**config.mk**
```make
export PLATFORM = sky130hd
export DESIGN_NAME = counter_scheduler_flat
export DESIGN_NICKNAME = d
export VERILOG_FILES = /design/src/rtl/counter_scheduler_pkg.sv /design/src/rtl/counter_scheduler_if.sv /design/src/rtl/counter_scheduler_rr_arbiter.sv /design/src/rtl/counter_scheduler.sv /design/src/flat_wrapper.sv
export SDC_FILE = /design/constraint.sdc
export NUM_CORES = 1
export LEC_CHECK = 0
export BUFFER_PORTS_ARGS = -buffer_cell sky130_fd_sc_hd__buf_4
export CORE_ASPECT_RATIO = 0.7
export CORE_MARGIN = 2
export CORE_UTILIZATION = 49
export CTS_CLUSTER_SIZE = 16
export DETAILED_ROUTE_END_ITERATION = 8
export MAX_ROUTING_LAYER = met4
export PLACE_DENSITY = 0.85
export SETUP_SLACK_MARGIN = 0.4
export SLEW_MARGIN = 20
export SYNTH_ARGS = -nofsm -noshare
export SYNTH_HDL_FRONTEND = slang
export SYNTH_SLANG_ARGS = --single-unit
export TNS_END_PERCENT = 100
```
**constraint.sdc**
```tcl
create_clock -name clock_i -period 3.4 [get_ports clock_i]
set_input_delay 0.34 -clock clock_i [delete_from_list [all_inputs] [get_ports clock_i]]
set_output_delay 0.34 -clock clock_i [all_outputs]
set_load 0.02 [all_outputs]
```
**src/rtl/counter_scheduler_pkg.sv**
```systemverilog
// Shared types and width helpers for the counter scheduler slice.
package counter_scheduler_pkg;

  typedef enum logic [1:0] {
    ST_IDLE  = 2'd0,
    ST_COUNT = 2'd1,
    ST_DONE  = 2'd2
  } state_e;

  function automatic int cw_f(input int max_delay);
    return $clog2(max_delay + 1);
  endfunction

  function automatic int idx_w_f(input int num_req);
    return (num_req < 2) ? 1 : $clog2(num_req);
  endfunction

endpackage

```
**src/rtl/counter_scheduler_if.sv**
```systemverilog
// Requester-side bundle of the shared delay counter: requests, delays and status.
interface counter_scheduler_if #(
  parameter int NUM_REQ   = 4,
  parameter int MAX_DELAY = 2000
);
  import counter_scheduler_pkg::*;

  localparam int CW = cw_f(MAX_DELAY);
  localparam int IW = idx_w_f(NUM_REQ);

  logic [NUM_REQ-1:0]    req_i;
  logic [NUM_REQ*CW-1:0] delay_i;
  logic [NUM_REQ-1:0]    grant_o;
  logic [NUM_REQ-1:0]    done_o;
  logic                  busy_o;
  logic [IW-1:0]         active_id_o;
  logic [CW-1:0]         count_o;

  modport master (
    output req_i, delay_i,
    input  grant_o, done_o, busy_o, active_id_o, count_o
  );

  modport slave (
    input  req_i, delay_i,
    output grant_o, done_o, busy_o, active_id_o, count_o
  );

endinterface

```
**src/rtl/counter_scheduler_rr_arbiter.sv**
```systemverilog
// Combinational round-robin picker: first set request at or after ptr, wrapping.
module rr_arbiter
  import counter_scheduler_pkg::*;
#(
  parameter int NUM_REQ = 4,
  parameter int IW      = 2
) (
  input  logic [NUM_REQ-1:0] req,
  input  logic [IW-1:0]      ptr,
  output logic [NUM_REQ-1:0] grant,
  output logic [IW-1:0]      idx,
  output logic               vld
);

  always_comb begin
    int k;
    grant = '0;
    idx   = '0;
    vld   = 1'b0;
    k     = 0;
    for (int i = 0; i < NUM_REQ; i++) begin
      k = (int'(ptr) + i) % NUM_REQ;
      if (!vld && req[IW'(k)]) begin
        vld            = 1'b1;
        idx            = IW'(k);
        grant[IW'(k)]  = 1'b1;
      end
    end
  end

endmodule

```
**src/rtl/counter_scheduler.sv**
```systemverilog
// Time-shares one delay counter among NUM_REQ requesters with round-robin grants
// and a one-cycle done pulse per completed delay.
module counter_scheduler
  import counter_scheduler_pkg::*;
#(
  parameter int NUM_REQ   = 4,
  parameter int MAX_DELAY = 2000
) (
  input  logic               clock_i,
  input  logic               reset_i,
  counter_scheduler_if.slave bus
);

  localparam int CW = cw_f(MAX_DELAY);
  localparam int IW = idx_w_f(NUM_REQ);
  localparam logic [CW-1:0] MAX_D   = CW'(MAX_DELAY);
  localparam logic [IW-1:0] LAST_ID = IW'(NUM_REQ - 1);

  function automatic logic [CW-1:0] clamp_delay(input logic [CW-1:0] v);
    return (v > MAX_D) ? MAX_D : v;
  endfunction

  state_e             state_q, state_nxt;
  logic [IW-1:0]      ptr_q, id_q, arb_idx;
  logic [NUM_REQ-1:0] arb_onehot, grant_q, done_q;
  logic               arb_vld, busy_q;
  logic [CW-1:0]      d_q, count_q, sel_delay;
  logic               load, cnt_inc, cnt_clr, win_req;

  rr_arbiter #(.NUM_REQ(NUM_REQ), .IW(IW)) u_arb (
    .req   (bus.req_i),
    .ptr   (ptr_q),
    .grant (arb_onehot),
    .idx   (arb_idx),
    .vld   (arb_vld)
  );

  always_comb begin
    sel_delay = '0;
    for (int i = 0; i < NUM_REQ; i++) begin
      if (arb_idx == IW'(i)) sel_delay = bus.delay_i[i*CW +: CW];
    end
  end

  // Only the granted requester's level matters once counting has started.
  assign win_req = |(grant_q & bus.req_i);

  always_comb begin
    state_nxt = state_q;
    load      = 1'b0;
    cnt_inc   = 1'b0;
    cnt_clr   = 1'b0;
    case (state_q)
      ST_IDLE: begin
        if (arb_vld) begin
          state_nxt = ST_COUNT;
          load      = 1'b1;
        end
      end
      ST_COUNT: begin
        if (!win_req) begin
          state_nxt = ST_IDLE;
          cnt_clr   = 1'b1;
        end else if (count_q == d_q) begin
          state_nxt = ST_DONE;
        end else begin
          cnt_inc = 1'b1;
        end
      end
      ST_DONE: begin
        state_nxt = ST_IDLE;
        cnt_clr   = 1'b1;
      end
      default: state_nxt = ST_IDLE;
    endcase
  end

  always_ff @(posedge clock_i or posedge reset_i) begin
    if (reset_i) begin
      state_q <= ST_IDLE;
      ptr_q   <= '0;
      id_q    <= '0;
      grant_q <= '0;
      done_q  <= '0;
      busy_q  <= 1'b0;
      d_q     <= '0;
      count_q <= '0;
    end else begin
      state_q <= state_nxt;
      busy_q  <= (state_nxt != ST_IDLE);
      done_q  <= (state_nxt == ST_DONE) ? grant_q : '0;
      if (load) begin
        grant_q <= arb_onehot;
        id_q    <= arb_idx;
        d_q     <= clamp_delay(sel_delay);
        ptr_q   <= (arb_idx == LAST_ID) ? '0 : arb_idx + 1'b1;
      end else if (state_nxt == ST_IDLE) begin
        grant_q <= '0;
        id_q    <= '0;
      end
      if (load || cnt_clr) count_q <= '0;
      else if (cnt_inc)    count_q <= count_q + 1'b1;
    end
  end

  assign bus.grant_o     = grant_q;
  assign bus.done_o      = done_q;
  assign bus.busy_o      = busy_q;
  assign bus.active_id_o = id_q;
  assign bus.count_o     = count_q;

endmodule

```
**src/flat_wrapper.sv**
```systemverilog
// flat-port wrapper written by rule: the top's interface ports become plain ports
module counter_scheduler_flat import counter_scheduler_pkg::*;
#(
  parameter int NUM_REQ   = 4,
  parameter int MAX_DELAY = 2000
)
  (clock_i, reset_i, bus_req_i, bus_delay_i, bus_grant_o, bus_done_o, bus_busy_o, bus_active_id_o, bus_count_o);
  counter_scheduler_if #(.NUM_REQ(NUM_REQ), .MAX_DELAY(MAX_DELAY)) bus_i ();
  input  logic clock_i;
  input  logic reset_i;
  input wire logic [$bits(bus_i.req_i)-1:0] bus_req_i;
  input wire logic [$bits(bus_i.delay_i)-1:0] bus_delay_i;
  output wire logic [$bits(bus_i.grant_o)-1:0] bus_grant_o;
  output wire logic [$bits(bus_i.done_o)-1:0] bus_done_o;
  output wire logic [$bits(bus_i.busy_o)-1:0] bus_busy_o;
  output wire logic [$bits(bus_i.active_id_o)-1:0] bus_active_id_o;
  output wire logic [$bits(bus_i.count_o)-1:0] bus_count_o;
  assign bus_i.req_i = bus_req_i;
  assign bus_i.delay_i = bus_delay_i;
  assign bus_grant_o = bus_i.grant_o;
  assign bus_done_o = bus_i.done_o;
  assign bus_busy_o = bus_i.busy_o;
  assign bus_active_id_o = bus_i.active_id_o;
  assign bus_count_o = bus_i.count_o;
  counter_scheduler #(.NUM_REQ(NUM_REQ), .MAX_DELAY(MAX_DELAY)) u_core (.clock_i(clock_i), .reset_i(reset_i), .bus(bus_i));
endmodule
```
Yosys cells after proc, flatten, opt, wreduce, memory -nomap -nowiden --
Cells that the tools add are included.
Word-level totals: register bits 37, latch bits 0, bits in writable memories 0, ROM bits 0, input port bits 50, output and inout bits 22, logic and storage cells 107, memories kept 0
Cells by class: $add $sub $neg 5, $mul 0, divide/modulo/power cells 0, order comparisons 9, equal/unequal tests 7, shift-type cells 0, muxes and demuxes 56, bitwise operators 4, reduce and logical (&&, ||, !) cells 18
Operators with widths (number):
- $mux 11 | 7
- $mux 4 | 7
- $mux 1 | 22
- $mux 2 | 10
- $lt 2x4->1 const B | 4
- $or 4x4->4 | 3
- $add 11x1->11 const B | 1
- $eq 11x11->1 | 1
- $gt 11x11->1 const B | 1
- $bmux 1 s2 | 4
- $demux 1 s2 | 4
- $eq 2x2->1 const B | 4
- $ge 2x1->1 const B | 4
- $logic_and 1x1->1 | 7
- $logic_not 2->1 | 3
- $reduce_bool 2->1 | 3
- $add 2x1->2 const B | 2
- $add 2x2->2 const B | 2
- $and 4x4->4 | 1
- $eq 2x1->1 const B | 2
- $pmux 2 s2 | 1
- $reduce_or 4->1 | 1
- $logic_not 1->1 | 3
- $pmux 1 s2 | 1
- $logic_or 1x1->1 | 1

Longest topological paths before layout --
Gate-level depths: netlist of run 1.
word-level depth 20, gate-level depth with buffers 15

Cells and area by module --
From an unflattened synthesis of run 1, not the netlist that was laid out.
Unflattened totals: cell total of the unflattened synthesis 323, area total of the unflattened synthesis 2806.4 µm²
By module, submodules not included:
- counter_scheduler | instances 1, cells each 261, area an instance 2274.7 µm²
- rr_arbiter | instances 1, cells each 62, area an instance 531.8 µm²

Least setup slack after synthesis of run 1 --
OpenSTA, ideal clock, no wires.
kind reg-to-reg, from register u_core.ptr_q[0], to register u_core.d_q[4], setup time 0.124 ns, arrival time 3.224 ns, path slack 0.052 ns, stages on the path, launching flop included 16, buffers on the path 3, path through dfrtp_1 -> buf_6 -> inv_1 -> ha_1 -> buf_6 -> o21ai_0 -> a221oi_1 -> a311oi_1 -> inv_1 -> ha_1 -> nor2b_1 -> buf_2 -> a221o_1 -> a22oi_2 -> nor3_1 -> a211o_1
Between the ends: word-level cells in the longest chain between the ends 20, elaborated cells on any way between the ends 41
RTL lines:
- start, declared | RTL line counter_scheduler.sv:24 | logic [IW-1:0] ptr_q, id_q, arb_idx;
- start signal, assigned | RTL line counter_scheduler.sv:96 | ptr_q <= (arb_idx == LAST_ID) ? '0 : arb_idx + 1'b1;
- branches (longest 20 deep; another with $add 2x1->2)
- end signal, assigned | RTL line counter_scheduler.sv:95 | d_q <= clamp_delay(sel_delay);
- end, declared | RTL line counter_scheduler.sv:27 | logic [CW-1:0] d_q, count_q, sel_delay;
Several ways; the timed one is not identified. The select of a mux whose other input is x is not followed. A chain may end at the register's enable or synchronous reset.

Worst setup path in the final report of run 1 --
Same ends and word-level chain as after synthesis.

==> impl_metrics.sql, run 1 <==
INSERT INTO impl_metrics (metric_group, metric, value, unit) VALUES
('synthesis', 'syn-cell-area', '2849', 'um^2'),
('die', 'initial_core_util', '50.25', '%'),
('sta', 'setup_ws', '0.5026', 'ns'),
('cells_and_area', 'final_cell_count_no_fill', '486', ''),
('cts', 'cts_tree', 'built', ''),
('critical_path', 'timing.critical_path.slowest_cell_delay', '0.44', 'ns'),
('synthesis', 'synth_enable_flop_cells', '0', ''),
('global_route', 'grt_pass1_vias', '2752', ''),
('job', 'drv_cap', '0', ''),
('placed_design', 'dp_slack', '0.04782', 'ns'),
('synthesis', 'netlist_instances', '333', ''),
('sta', 'tns_setup', '0', 'ns'),
('synthesis', 'average_size_of_a_mapped_cell', '8.556', 'um^2'),
('critical_path', 'r2r_cells', '12', ''),
('sta', 'worst-slew-pin-transition', '0.8235', 'ns'),
('critical_path', 'cp_data_arrival_time', '3.07', 'ns'),
('synthesis', 'synthesis.nets', '399', ''),
('sta', 'final_max_slew_viol_count', '0', ''),
('critical_path', 'critical_path_required', '3.58', 'ns'),
('routing', 'detailroute.via_count', '2953', ''),
('placed_design', 'gp_routability_congestion', '0.9550', ''),
('die', 'die-width', '95.14', 'um'),
('power', 'cellLeakagePower', '0.001573', 'uW'),
('die', 'num_io_pins', '72', ''),
('critical_path', 'cell_type_of_the_slowest_stage_on_the_worst_timing_path', 'a311oi_2', ''),
('power', 'power.density_cell_area', '823.9', 'nW/um^2'),
('synthesis', 'synth_area_leaders', 'dfrtp_1, ha_1, a21oi_1, nor2_1, xnor2_1', ''),
('global_route', 'grt_antenna_before_repair', '0', ''),
('power', 'power.ir.vdd_worst', '0.4742', 'mV'),
('routing', 'antenna_violating_nets_post_route', '0', ''),
('hold_path', 'hold_path.class', 'in2async', ''),
('routing', 'remaining_drc_errors', '0', ''),
('cts', 'cts_made_buffers', '5', ''),
('critical_path', 'timing.rr.start', 'u_core.ptr_q[0]$_DFFE_PP0P_', ''),
('global_route', 'pin_count_of_the_biggest_net_entering_global_routing', '38', ''),
('placed_design', 'place_hpwl', '5966', 'um'),
('synthesis', 'netlist.area_leader.share', '32.50', '%'),
('global_route', 'globalRouteOverflowTotal', '0', ''),
('synthesis', 'async_flop_share', '100.0', '%'),
('routing', 'drt_pre_antenna_iters', '5', ''),
('synthesis', 'synth_top_area_cell', 'dfrtp_1', ''),
('cts', 'clockRootBuffer', 'clkbuf_8', ''),
('cts', 'cts_htree_levels', '2', ''),
('critical_path', 'worst_setup_path_start_kind', 'flop', ''),
('routing', 'drt-total-wl', '7951', 'um'),
('sta', 'final-setup-viol-count', '0', ''),
('sta', 'rsz_0062_raised_after_global_routing', 'false', ''),
('synthesis', 'ys.flop_type', 'dfrtp_1', ''),
('sta', 'final_period_utilization', '85.22', '%'),
('cells_and_area', 'stdcell_area', '3726', 'um^2'),
('die', 'fp.coreArea', '5669', 'um^2'),
('placed_design', 'io_buffers', '71', ''),
('cts', 'clk_pin_slew_worst_paths', '0.07', 'ns'),
('power', 'report.power.total', '3070', 'uW'),
('global_route', 'track_usage', '26.22', '%'),
('global_route', 'global_route_wire_length_before_repair', '12770', 'um'),
('critical_path', 'regToRegSetupSlack', '0.50', 'ns'),
('sta', 'min_period', '2.897', 'ns'),
('routing', 'via_per_inst', '6.076', ''),
('sta', 'clock.fmax', '345.1', 'MHz'),
('cells_and_area', 'final_layout_size_suffix_gt1_share', '30.66', '%'),
('cts', 'cts.sink_count', '37', ''),
('sta', 'worst_slew_margin_rel', '44.77', '%'),
('status', 'outcome', 'completed', ''),
('critical_path', 'timing.setup.critical_path_class', 'reg2reg', ''),
('synthesis', 'yosysMostFrequentCell', 'dfrtp_1', ''),
('synthesis', 'synthDistinctLibCells', '59', ''),
('synthesis', 'ys_ff_latch', '37', ''),
('cts', 'cts_max_path_buffers', '2', ''),
('die', 'die_height', '67.80', 'um'),
('cells_and_area', 'layout-area-overhead-vs-synth', '30.79', '%');
## timing repair
item,4_1_cts,5_1_grt
buffers inserted,4,4
hold buffers,0,0
resized for setup,6,14
setup endpoints to repair,6,11
pin swaps,1,4
## layer usage
layer / vias to the layer above / GRT usage (%) / wire length, um
li1: 1409 / - / -
met4: 0 / 6.341 / 104
met5: - / - / 0
met2: 156 / 40.32 / 3407
met1: 1370 / 36.11 / 3759
met3: 18 / 4.688 / 680
## cells by family after synthesis
group	synth area share, %
AO/OA/AOI/OAI	27.45
XOR/XNOR	3.689
adder cells (fa/ha/maj)	7.027
buffers and inverters	6.149
flip-flops	32.50
multiplexers	3.338
AND/OR/NAND/NOR	19.85
## registers in the layout (all words and copies together), names as in the netlist
| name | flops |
|---|---|
| u_core.bus.active_id_o | 2 |
| u_core.bus.busy_o | 1 |
| u_core.bus.count_o | 11 |
| u_core.bus.done_o | 4 |
| u_core.bus.grant_o | 4 |
| u_core.d_q | 11 |
| u_core.ptr_q | 2 |
| u_core.state_q | 2 |
## power breakdown
part	leakage [uW]	switching [uW]	total, uW	internal (uW)
Clock	0.0000443	143	304	161
Sequential	0.000484	109	679	570
Combinational	0.00104	1190	2090	898
## worst max-delay path: cells and delay by family, from the launching register on
kind	cells	cell delay, ns
AOI/OAI and AO/OA	6	1.49
adders and majority gates	1	0.20
buffers and inverters	3	0.43
DFF	1	0.42
and+or+nand+nor	2	0.24
## metrics by stage
stage          utilization [%]  hold WS [ns]
5_1_grt                  65.73        0.2185
2_1_floorplan                -        0.4704
6_report                 65.73        0.1469
4_1_cts                  63.92        0.1736
3_5_place_dp             61.40        0.4820
3_3_place_gp             61.40        0.4767
## layout by cell type (no fill, tap or decap), types with 3 or more instances in the layout
master    count
buf_4        87
and3_1        3
a31oi_1       3
nand2_1      26
inv_1        17
a211oi_1      8
a221o_1       4
nor3_1       14
nand4_1       6
clkbuf_8      6
nand3_1      13
nand2b_1      3
nor2b_1       3
a22oi_2       3
a21oi_1      21
dfrtp_1      37
o21ai_0      15
nor4_1        3
xnor2_1      12
ha_1         11
ha_4          4
nor2_1       28
o21a_1        5
o21ai_1       3
a221oi_1      9
or4_1         3
or3_1         3
mux2i_1       4
o31ai_1       5
## worst max-delay path by stage
stage | startpoint | endpoint | slack, ns | cells past startpoint
detailed placement | u_core.ptr_q[0]$_DFFE_PP0P_ | u_core.d_q[0]$_DFFE_PP0P_ | 0.05 | 12
finish | u_core.ptr_q[0]$_DFFE_PP0P_ | u_core.d_q[4]$_DFFE_PP0P_ | 0.50 | 12
global placement | u_core.ptr_q[0]$_DFFE_PP0P_ | u_core.d_q[0]$_DFFE_PP0P_ | 0.27 | 12
CTS | u_core.ptr_q[0]$_DFFE_PP0P_ | u_core.d_q[4]$_DFFE_PP0P_ | 0.41 | 11
global route | u_core.ptr_q[0]$_DFFE_PP0P_ | u_core.d_q[4]$_DFFE_PP0P_ | 0.38 | 11
floorplan | u_core.ptr_q[0]$_DFFE_PP0P_ | u_core.d_q[4]$_DFFE_PP0P_ | 0.40 | 15
## layout make-up
cell class,count,area [um^2],share of cell area [%]
clock buffers,7,86.33,2.317
repair buffers,89,675.6,18.13
well taps,75,93.84,2.518
multi-input cells,258,1864,50.03
flip-flops and latches,37,925.9,24.85
inverters,20,80.08,2.149
Note: power is estimated with default switching activity, not from simulation.
==> inputs of run 2 (changes only) <==
- ABC_AREA: not set -> 1
- CORE_UTILIZATION: 49 -> 48
- PLACE_DENSITY: 0.85 -> 0.84
==> run 2 against run 1 <==
  * Sequential power shrank 3%
  * Utilization grew 4.5 points
  * Critical endpoint unchanged
  * Global-route usage grew 0.095 points
  * Critical path depth grew 9
==> impl_metrics.sql, run 2 <==
INSERT INTO impl_metrics (metric_group, metric, value, unit) VALUES
('die', 'core.rowCount', '23', ''),
('synthesis', 'synth_area_leaders', 'dfrtp_1, nand2_1, ha_1, nor2_1, inv_1', ''),
('cts', 'cts_max_path_buffers', '2', ''),
('cts', 'number_of_buffers_added_to_fix_hold_violations_after_cts', '0', ''),
('synthesis', 'ys_top_cells_by_count', 'nand2_1, nor2_1, inv_1', ''),
('synthesis', 'synth_enable_flop_cells', '0', ''),
('cells_and_area', 'final_nets', '558', ''),
('critical_path', 'timing.critical_path.slowest_cell_delay', '0.43', 'ns'),
('power', 'intPower', '2473', 'uW'),
('critical_path', 'timing.setup.critical_path_class', 'reg2reg', ''),
('power', 'share_comb_of_total_power', '78.8', '%'),
('critical_path', 'worst_setup_path_start_kind', 'flop', ''),
('sta', 'final_max_slew_viol_count', '0', ''),
('cts', 'cts_htree_levels', '2', ''),
('sta', 'worst_slew_margin_rel', '57.28', '%'),
('power', 'cellLeakagePower', '0.001980', 'uW'),
('cts', 'cts_tree', 'built', ''),
('sta', 'tns_setup', '0', 'ns'),
('sta', 'final-setup-viol-count', '0', ''),
('critical_path', 'critPathTopFamily', 'simple AND/OR/NAND/NOR gates', ''),
('synthesis', 'netlist.area_leader.share', '33.56', '%'),
('power', 'clock_power_share', '8.0', '%'),
('status', 'outcome', 'completed', ''),
('cells_and_area', 'final_layout_size_suffix_gt1_share', '34.89', '%'),
('placed_design', 'place_hpwl', '5742', 'um'),
('cts', 'cts_made_buffers', '5', ''),
('sta', 'min_period', '2.933', 'ns'),
('sta', 'final_period_utilization', '86.27', '%'),
('routing', 'drt-total-wl', '8075', 'um'),
('power', 'report.power.total', '5006', 'uW'),
('die', 'num_io_pins', '72', ''),
('routing', 'via_per_inst', '5.162', ''),
('synthesis', 'ys_ff_latch', '37', ''),
('global_route', 'grt_antenna_before_repair', '0', ''),
('synthesis', 'synth-warning-count', '0', ''),
('routing', 'wire_per_inst', '14.22', 'um'),
('power', 'power.density_cell_area', '1264', 'nW/um^2'),
('sta', 'hold-worst-slack', '0.1512', 'ns'),
('cts', 'clockRootBuffer', 'clkbuf_8', ''),
('global_route', 'grt_pass1_vias', '2676', ''),
('synthesis', 'syn-cell-area', '2759', 'um^2'),
('routing', 'detailroute.via_count', '2932', ''),
('die', 'fp.coreArea', '5640', 'um^2'),
('global_route', 'pin_count_of_the_biggest_net_entering_global_routing', '38', ''),
('routing', 'drt-initial-drc-count', '129', ''),
('critical_path', 'timing.critical_path.to_type', 'flop', ''),
('global_route', 'global_route_wire_length_before_repair', '12650', 'um'),
('routing', 'antenna_violating_nets_post_route', '0', ''),
('sta', 'worst-slew-pin-transition', '0.6401', 'ns'),
('cells_and_area', 'most-common-layout-cells', 'nand2_1, buf_4, nor2_1', ''),
('power', 'power.ir.vdd_worst', '0.9676', 'mV'),
('power', 'seqPwrFrac', '13.2', '%'),
('critical_path', 'critical_path.n_buffers_inverters', '4', ''),
('synthesis', 'yosysMostFrequentCell', 'nand2_1', ''),
('critical_path', 'cell_type_of_the_slowest_stage_on_the_worst_timing_path', 'dfrtp_2', ''),
('cts', 'clk_pin_slew_worst_paths', '0.07', 'ns'),
('job', 'drv_cap', '0', ''),
('sta', 'final_hold_viol_count', '0', ''),
('cells_and_area', 'final_common_cell', 'nand2_1', ''),
('critical_path', 'cpMostUsedCell', 'inv_4', ''),
('sta', 'final.setup_skew', '0.003751', 'ns'),
('power', 'swShare', '50.60', '%'),
('critical_path', 'critical_path_required', '3.58', 'ns'),
('synthesis', 'netlist_instances', '389', ''),
('synthesis', 'synth_top_area_cell', 'dfrtp_1', ''),
('placed_design', 'io_buffers', '71', ''),
('global_route', 'globalRouteOverflowTotal', '0', ''),
('synthesis', 'synthesis.nets', '455', ''),
('cts', 'cts.sink_count', '37', ''),
('critical_path', 'crit_path_cell_trace', 'inv_4, ha_4, inv_4, nand3_4, nand2_4, nand2_8, nor2_8, nand2_4, nor2_4, or2_4, inv_4, ha_4, buf_4, a21oi_1, nand2_1, a22oi_2, nand2_1, nor2_1, nand3_1, nand2_2, a21oi_1', ''),
('synthesis', 'average_size_of_a_mapped_cell', '7.092', 'um^2'),
('global_route', 'track_usage', '26.31', '%'),
('power', 'total_switching_power', '2533', 'uW'),
('synthesis', 'seq_area_frac_synth', '33.56', '%'),
('synthesis', 'ys.flop_type', 'dfrtp_1', ''),
('critical_path', 'path_max_fanout', '6', ''),
('sta', 'rsz_0062_raised_after_global_routing', 'true', ''),
('synthesis', 'async_flop_share', '100.0', '%'),
('cells_and_area', 'layout-area-overhead-vs-synth', '43.54', '%'),
('die', 'die_height', '67.43', 'um'),
('routing', 'drt_pre_antenna_iters', '5', ''),
('cts', 'worst_skew_pair.late_latency', '0.30', 'ns'),
('cells_and_area', 'antenna_cells_inserted', '0', ''),
('sta', 'clock.fmax', '340.9', 'MHz'),
('hold_path', 'hold_path.class', 'in2async', ''),
('routing', 'remaining_drc_errors', '0', ''),
('die', 'die-width', '94.62', 'um'),
('placed_design', 'gp_routability_congestion', '0.9397', ''),
('die', 'dieArea', '6380', 'um^2'),
('die', 'initial_core_util', '48.91', '%'),
('synthesis', 'synthDistinctLibCells', '41', ''),
('critical_path', 'cp_data_arrival_time', '3.12', 'ns');
## run 2: changes by cell type after synthesis, sizes merged, moves of 5 or more
cell	change
a221oi	-10
inv	+22
a21oi	-7
mux2i	-5
nor3	-10
clkbuf	-5
nor2	+23
xor2	+6
a211oi	-9
nand3	+12
buf	-5
nand2	+105
o31ai	-5
## run 2: area by class of cell
| class | instances | area (um^2) |
|---|---|---|
| clock buffers | 7 | 86.33 |
| flip-flops and latches | 37 | 928.4 |
| multi-input cells | 302 | 1832 |
| fillers | 454 | 1680 |
| well taps | 75 | 93.84 |
| inverters | 43 | 182.7 |
| clock inverters | 1 | 30.03 |
| repair buffers | 103 | 807.0 |
## run 2: path summary, 6_finish.rpt
| check | from | to | slack (ns) | depth (start not counted) |
|---|---|---|---|---|
| min in group clock_i | bus_delay_i[40] | u_core.d_q[7]$_DFFE_PP0P_ | 0.34 | 3 |
| max in group asynchronous | reset_i | u_core.ptr_q[1]$_DFFE_PP0P_ | 2.90 | 3 |
| worst min-delay path | reset_i | u_core.state_q[0]$_DFF_PP0_ | 0.15 | 3 |
| worst max-delay path | u_core.ptr_q[1]$_DFFE_PP0P_ | u_core.d_q[4]$_DFFE_PP0P_ | 0.47 | 21 |
| worst min register to register | u_core.bus.active_id_o[0]$_DFFE_PP0P_ | u_core.bus.active_id_o[0]$_DFFE_PP0P_ | 0.51 | 2 |
| worst max register to register | u_core.ptr_q[1]$_DFFE_PP0P_ | u_core.d_q[4]$_DFFE_PP0P_ | 0.47 | 21 |
## run 2: kinds of logic (layout without fill, tap and decap cells)
family,count (synthesis),after routing,share of synthesized area [%]
XOR/XNOR,14,14,4.445
flip-flops,37,37,33.56
AND/OR/NAND/NOR,221,222,34.65
AO/OA/AOI/OAI,50,50,11.43
adder cells (fa/ha/maj),16,16,7.256
buffers and inverters,51,154,8.662
## run 2: power groups by stage
stage | logic [uW] | registers [uW] | clock network [uW]
after floorplan | 2120 | 703 | 0
after global placement | 2720 | 664 | 0
after detailed placement | 2780 | 669 | 0
after CTS | 3240 | 658 | 402
after global routing | 4290 | 673 | 427
final | 3940 | 662 | 402
## run 2: worst register-to-register path, delay by kind of cell (launching register included)
kind | cells | cell delay (ns)
buffers and inverters | 4 | 0.36
AOI/OAI and AO/OA | 3 | 0.44
adders and majority gates | 2 | 0.41
and+or+nand+nor | 12 | 1.20
DFF | 1 | 0.43
## run 2: metrics by stage
step / area (um^2) / util [%] / setup WS, ns / instances
final: 3960 / 70.21 / 0.4669 / 568
after global routing: 3960 / 70.21 / 0.3072 / 568
after CTS: 3695 / 65.51 / 0.4020 / 556
after detailed placement: 3431 / 60.83 / 0.1234 / 539
after global placement: 3431 / 60.83 / 0.1534 / 539
after floorplan: 2793 / - / 0.4180 / 389
## run 2: repair_timing
item | 4_1_cts | 5_1_grt
cloned | 1 | 0
endpoints found under the setup margin | 6 | 6
pin swaps | 11 | 30
buffers inserted | 8 | 12
gates resized for setup | 25 | 47
## run 2: metal layers
layer / routed length (um) / global-route usage, % / vias up
li1: - / - / 1455
met2: 3739 / 41.93 / 104
met4: 84 / 7.428 / 0
met5: 0 / - / -
met1: 3804 / 35.32 / 1365
met3: 446 / 3.795 / 8
==> inputs of run 3 (changes only) <==
==> constraint.sdc (replaced) <==
create_clock -name clock_i -period 3.4 [get_ports clock_i]
set_input_delay 0.51 -clock clock_i [delete_from_list [all_inputs] [get_ports clock_i]]
set_output_delay 0.51 -clock clock_i [all_outputs]
set_load 0.02 [all_outputs]
==> run 3 against run 2 <==
  * Flip-flop and latch count unchanged
  * First-iteration DRC count grew 39%
  * Via count down 0.68%
  * Critical path depth shrank 1
  * Sequential power is essentially flat
  * Routed wire length down 1.8%
  * Power down 5.0%
==> impl_metrics.sql, run 3 (synthesis results as in run 2) <==
INSERT INTO impl_metrics (metric_group, metric, value, unit) VALUES
('status', 'outcome', 'completed', ''),
('global_route', 'grt_pass1_vias', '2821', ''),
('routing', 'wire_per_inst', '14.14', 'um'),
('sta', 'final_hold_viol_count', '0', ''),
('cts', 'clockRootBuffer', 'clkbuf_8', ''),
('power', 'power.density_cell_area', '1237', 'nW/um^2'),
('cells_and_area', 'layout-area-overhead-vs-synth', '39.41', '%'),
('global_route', 'grt_antenna_before_repair', '0', ''),
('die', 'num_io_pins', '72', ''),
('sta', 'worst_slew_margin_rel', '40.16', '%'),
('placed_design', 'dp_cells', '537', ''),
('cts', 'cts_max_path_buffers', '2', ''),
('sta', 'final-setup-viol-count', '0', ''),
('cells_and_area', 'final_nets', '552', ''),
('placed_design', 'gp_routability_congestion', '0.9640', ''),
('critical_path', 'timing.critical_path.to_type', 'flop', ''),
('power', 'power.ir.vdd_worst', '0.8392', 'mV'),
('cts', 'cts_tree', 'built', ''),
('placed_design', 'io_buffers', '71', ''),
('critical_path', 'path_max_fanout', '9', ''),
('cells_and_area', 'final_layout_size_suffix_gt1_share', '32.72', '%'),
('routing', 'remaining_drc_errors', '0', ''),
('routing', 'drt_pre_antenna_iters', '5', ''),
('cells_and_area', 'most-common-layout-cells', 'nand2_1, buf_4, nor2_1', ''),
('power', 'cellLeakagePower', '0.001943', 'uW'),
('cts', 'cts.sink_count', '37', ''),
('critical_path', 'timing.setup.critical_path_class', 'reg2reg', ''),
('routing', 'via_per_inst', '5.191', ''),
('critical_path', 'regToRegSetupSlack', '0.46', 'ns'),
('sta', 'final_period_utilization', '86.45', '%'),
('hold_path', 'hold_path.class', 'in2async', ''),
('die', 'fp.coreArea', '5640', 'um^2'),
('job', 'drv_cap', '0', ''),
('routing', 'detailroute.via_count', '2912', ''),
('sta', 'rsz_0062_raised_after_global_routing', 'true', ''),
('critical_path', 'cp_data_arrival_time', '3.13', 'ns'),
('critical_path', 'critical_path_required', '3.59', 'ns'),
('cts', 'clk_pin_slew_worst_paths', '0.07', 'ns'),
('cts', 'cts_htree_levels', '2', ''),
('die', 'die-width', '94.62', 'um'),
('sta', 'final.setup_skew', '0.007481', 'ns'),
('routing', 'antenna_violating_nets_post_route', '0', ''),
('sta', 'clock.fmax', '340.2', 'MHz'),
('global_route', 'pin_count_of_the_biggest_net_entering_global_routing', '25', ''),
('sta', 'tns_setup', '0', 'ns'),
('global_route', 'global_route_wire_length_before_repair', '12470', 'um'),
('sta', 'min_period', '2.939', 'ns'),
('die', 'initial_core_util', '48.91', '%'),
('cts', 'number_of_buffers_added_to_fix_hold_violations_after_cts', '0', ''),
('die', 'dieArea', '6380', 'um^2'),
('placed_design', 'place_hpwl', '5803', 'um'),
('cts', 'cts_made_buffers', '5', ''),
('sta', 'final_max_slew_viol_count', '0', ''),
('sta', 'worst-slew-pin-transition', '0.8966', 'ns'),
('global_route', 'globalRouteOverflowTotal', '0', ''),
('cts', 'worst_skew_pair.late_latency', '0.29', 'ns'),
('die', 'die_height', '67.43', 'um'),
('routing', 'drt-initial-drc-count', '179', ''),
('critical_path', 'worst_setup_path_start_kind', 'flop', ''),
('global_route', 'track_usage', '25.96', '%'),
('die', 'core.rowCount', '23', ''),
('cells_and_area', 'final_common_cell', 'nand2_1', ''),
('routing', 'drt-total-wl', '7931', 'um'),
('cells_and_area', 'final_cell_count_no_fill', '561', ''),
('cells_and_area', 'antenna_cells_inserted', '0', ''),
('cells_and_area', 'post-route-util', '68.19', '%');
[run 3: final timing paths]
path                                                        from                                     to  depth (start not counted)
min reg2reg                u_core.bus.active_id_o[0]$_DFFE_PP0P_  u_core.bus.active_id_o[0]$_DFFE_PP0P_                          2
max                                  u_core.ptr_q[0]$_DFFE_PP0P_              u_core.d_q[0]$_DFFE_PP0P_                         20
min in group clock_i       u_core.bus.active_id_o[0]$_DFFE_PP0P_  u_core.bus.active_id_o[0]$_DFFE_PP0P_                          2
min                                                      reset_i      u_core.bus.count_o[0]$_DFFE_PP0P_                          2
max reg2reg                          u_core.ptr_q[0]$_DFFE_PP0P_              u_core.d_q[0]$_DFFE_PP0P_                         20
max in group asynchronous                                reset_i              u_core.d_q[8]$_DFFE_PP0P_                          3
[run 3: routing by layer]
| layer | up-vias | routed length, um | global-route usage [%] |
|---|---|---|---|
| met5 | - | 0 | - |
| met4 | 0 | 180 | 9.058 |
| met3 | 18 | 449 | 4.353 |
| met2 | 113 | 3608 | 39.98 |
| met1 | 1345 | 3693 | 34.91 |
| li1 | 1436 | - | - |
[run 3: through the flow]
step	power, uW	worst slack (ns)	hold slack, ns	cell area [um^2]
3_5_place_dp	3400	0.08229	0.4904	3416
2_1_floorplan	2821	0.4180	0.4671	2793
6_report	4757	0.4608	0.4127	3846
4_1_cts	4113	0.4042	0.4478	3643
3_3_place_gp	3345	0.1521	0.4896	3416
5_1_grt	5141	0.2566	0.5078	3846
[run 3: timing repair]
item	4_1_cts	5_1_grt
setup endpoints to repair	6	6
gates cloned	0	1
setup buffers	8	8
gates resized for setup	22	35
pin swaps	11	25
[run 3: area by class of cell]
class / instances / area, um^2
well taps: 75 / 93.84
flip-flops and latches: 37 / 928.4
inverters: 43 / 176.4
clock buffers: 7 / 86.33
multi-input cells: 301 / 1757
fillers: 501 / 1794
repair buffers: 98 / 804.5
[run 3: critical path, cell delays in order, from the launching register on]
cell	delay, ns
dfrtp_2	0.44
buf_6	0.15
nand2_1	0.10
nand3_2	0.10
nand2_4	0.11
inv_2	0.05
buf_4	0.15
o31ai_4	0.33
inv_2	0.11
ha_4	0.21
nor2_4	0.15
buf_12	0.12
nand2_1	0.04
nand2_1	0.07
a22oi_2	0.08
nand2_1	0.08
nand2_1	0.06
nor3_2	0.19
nand2_2	0.13
nand2_1	0.09
nand2_1	0.05
[run 3: where the power goes]
part / internal [uW] / switching [uW] / total [uW]
clock network: 161 / 149 / 309
registers: 572 / 88.5 / 660
logic: 1650 / 2140 / 3790
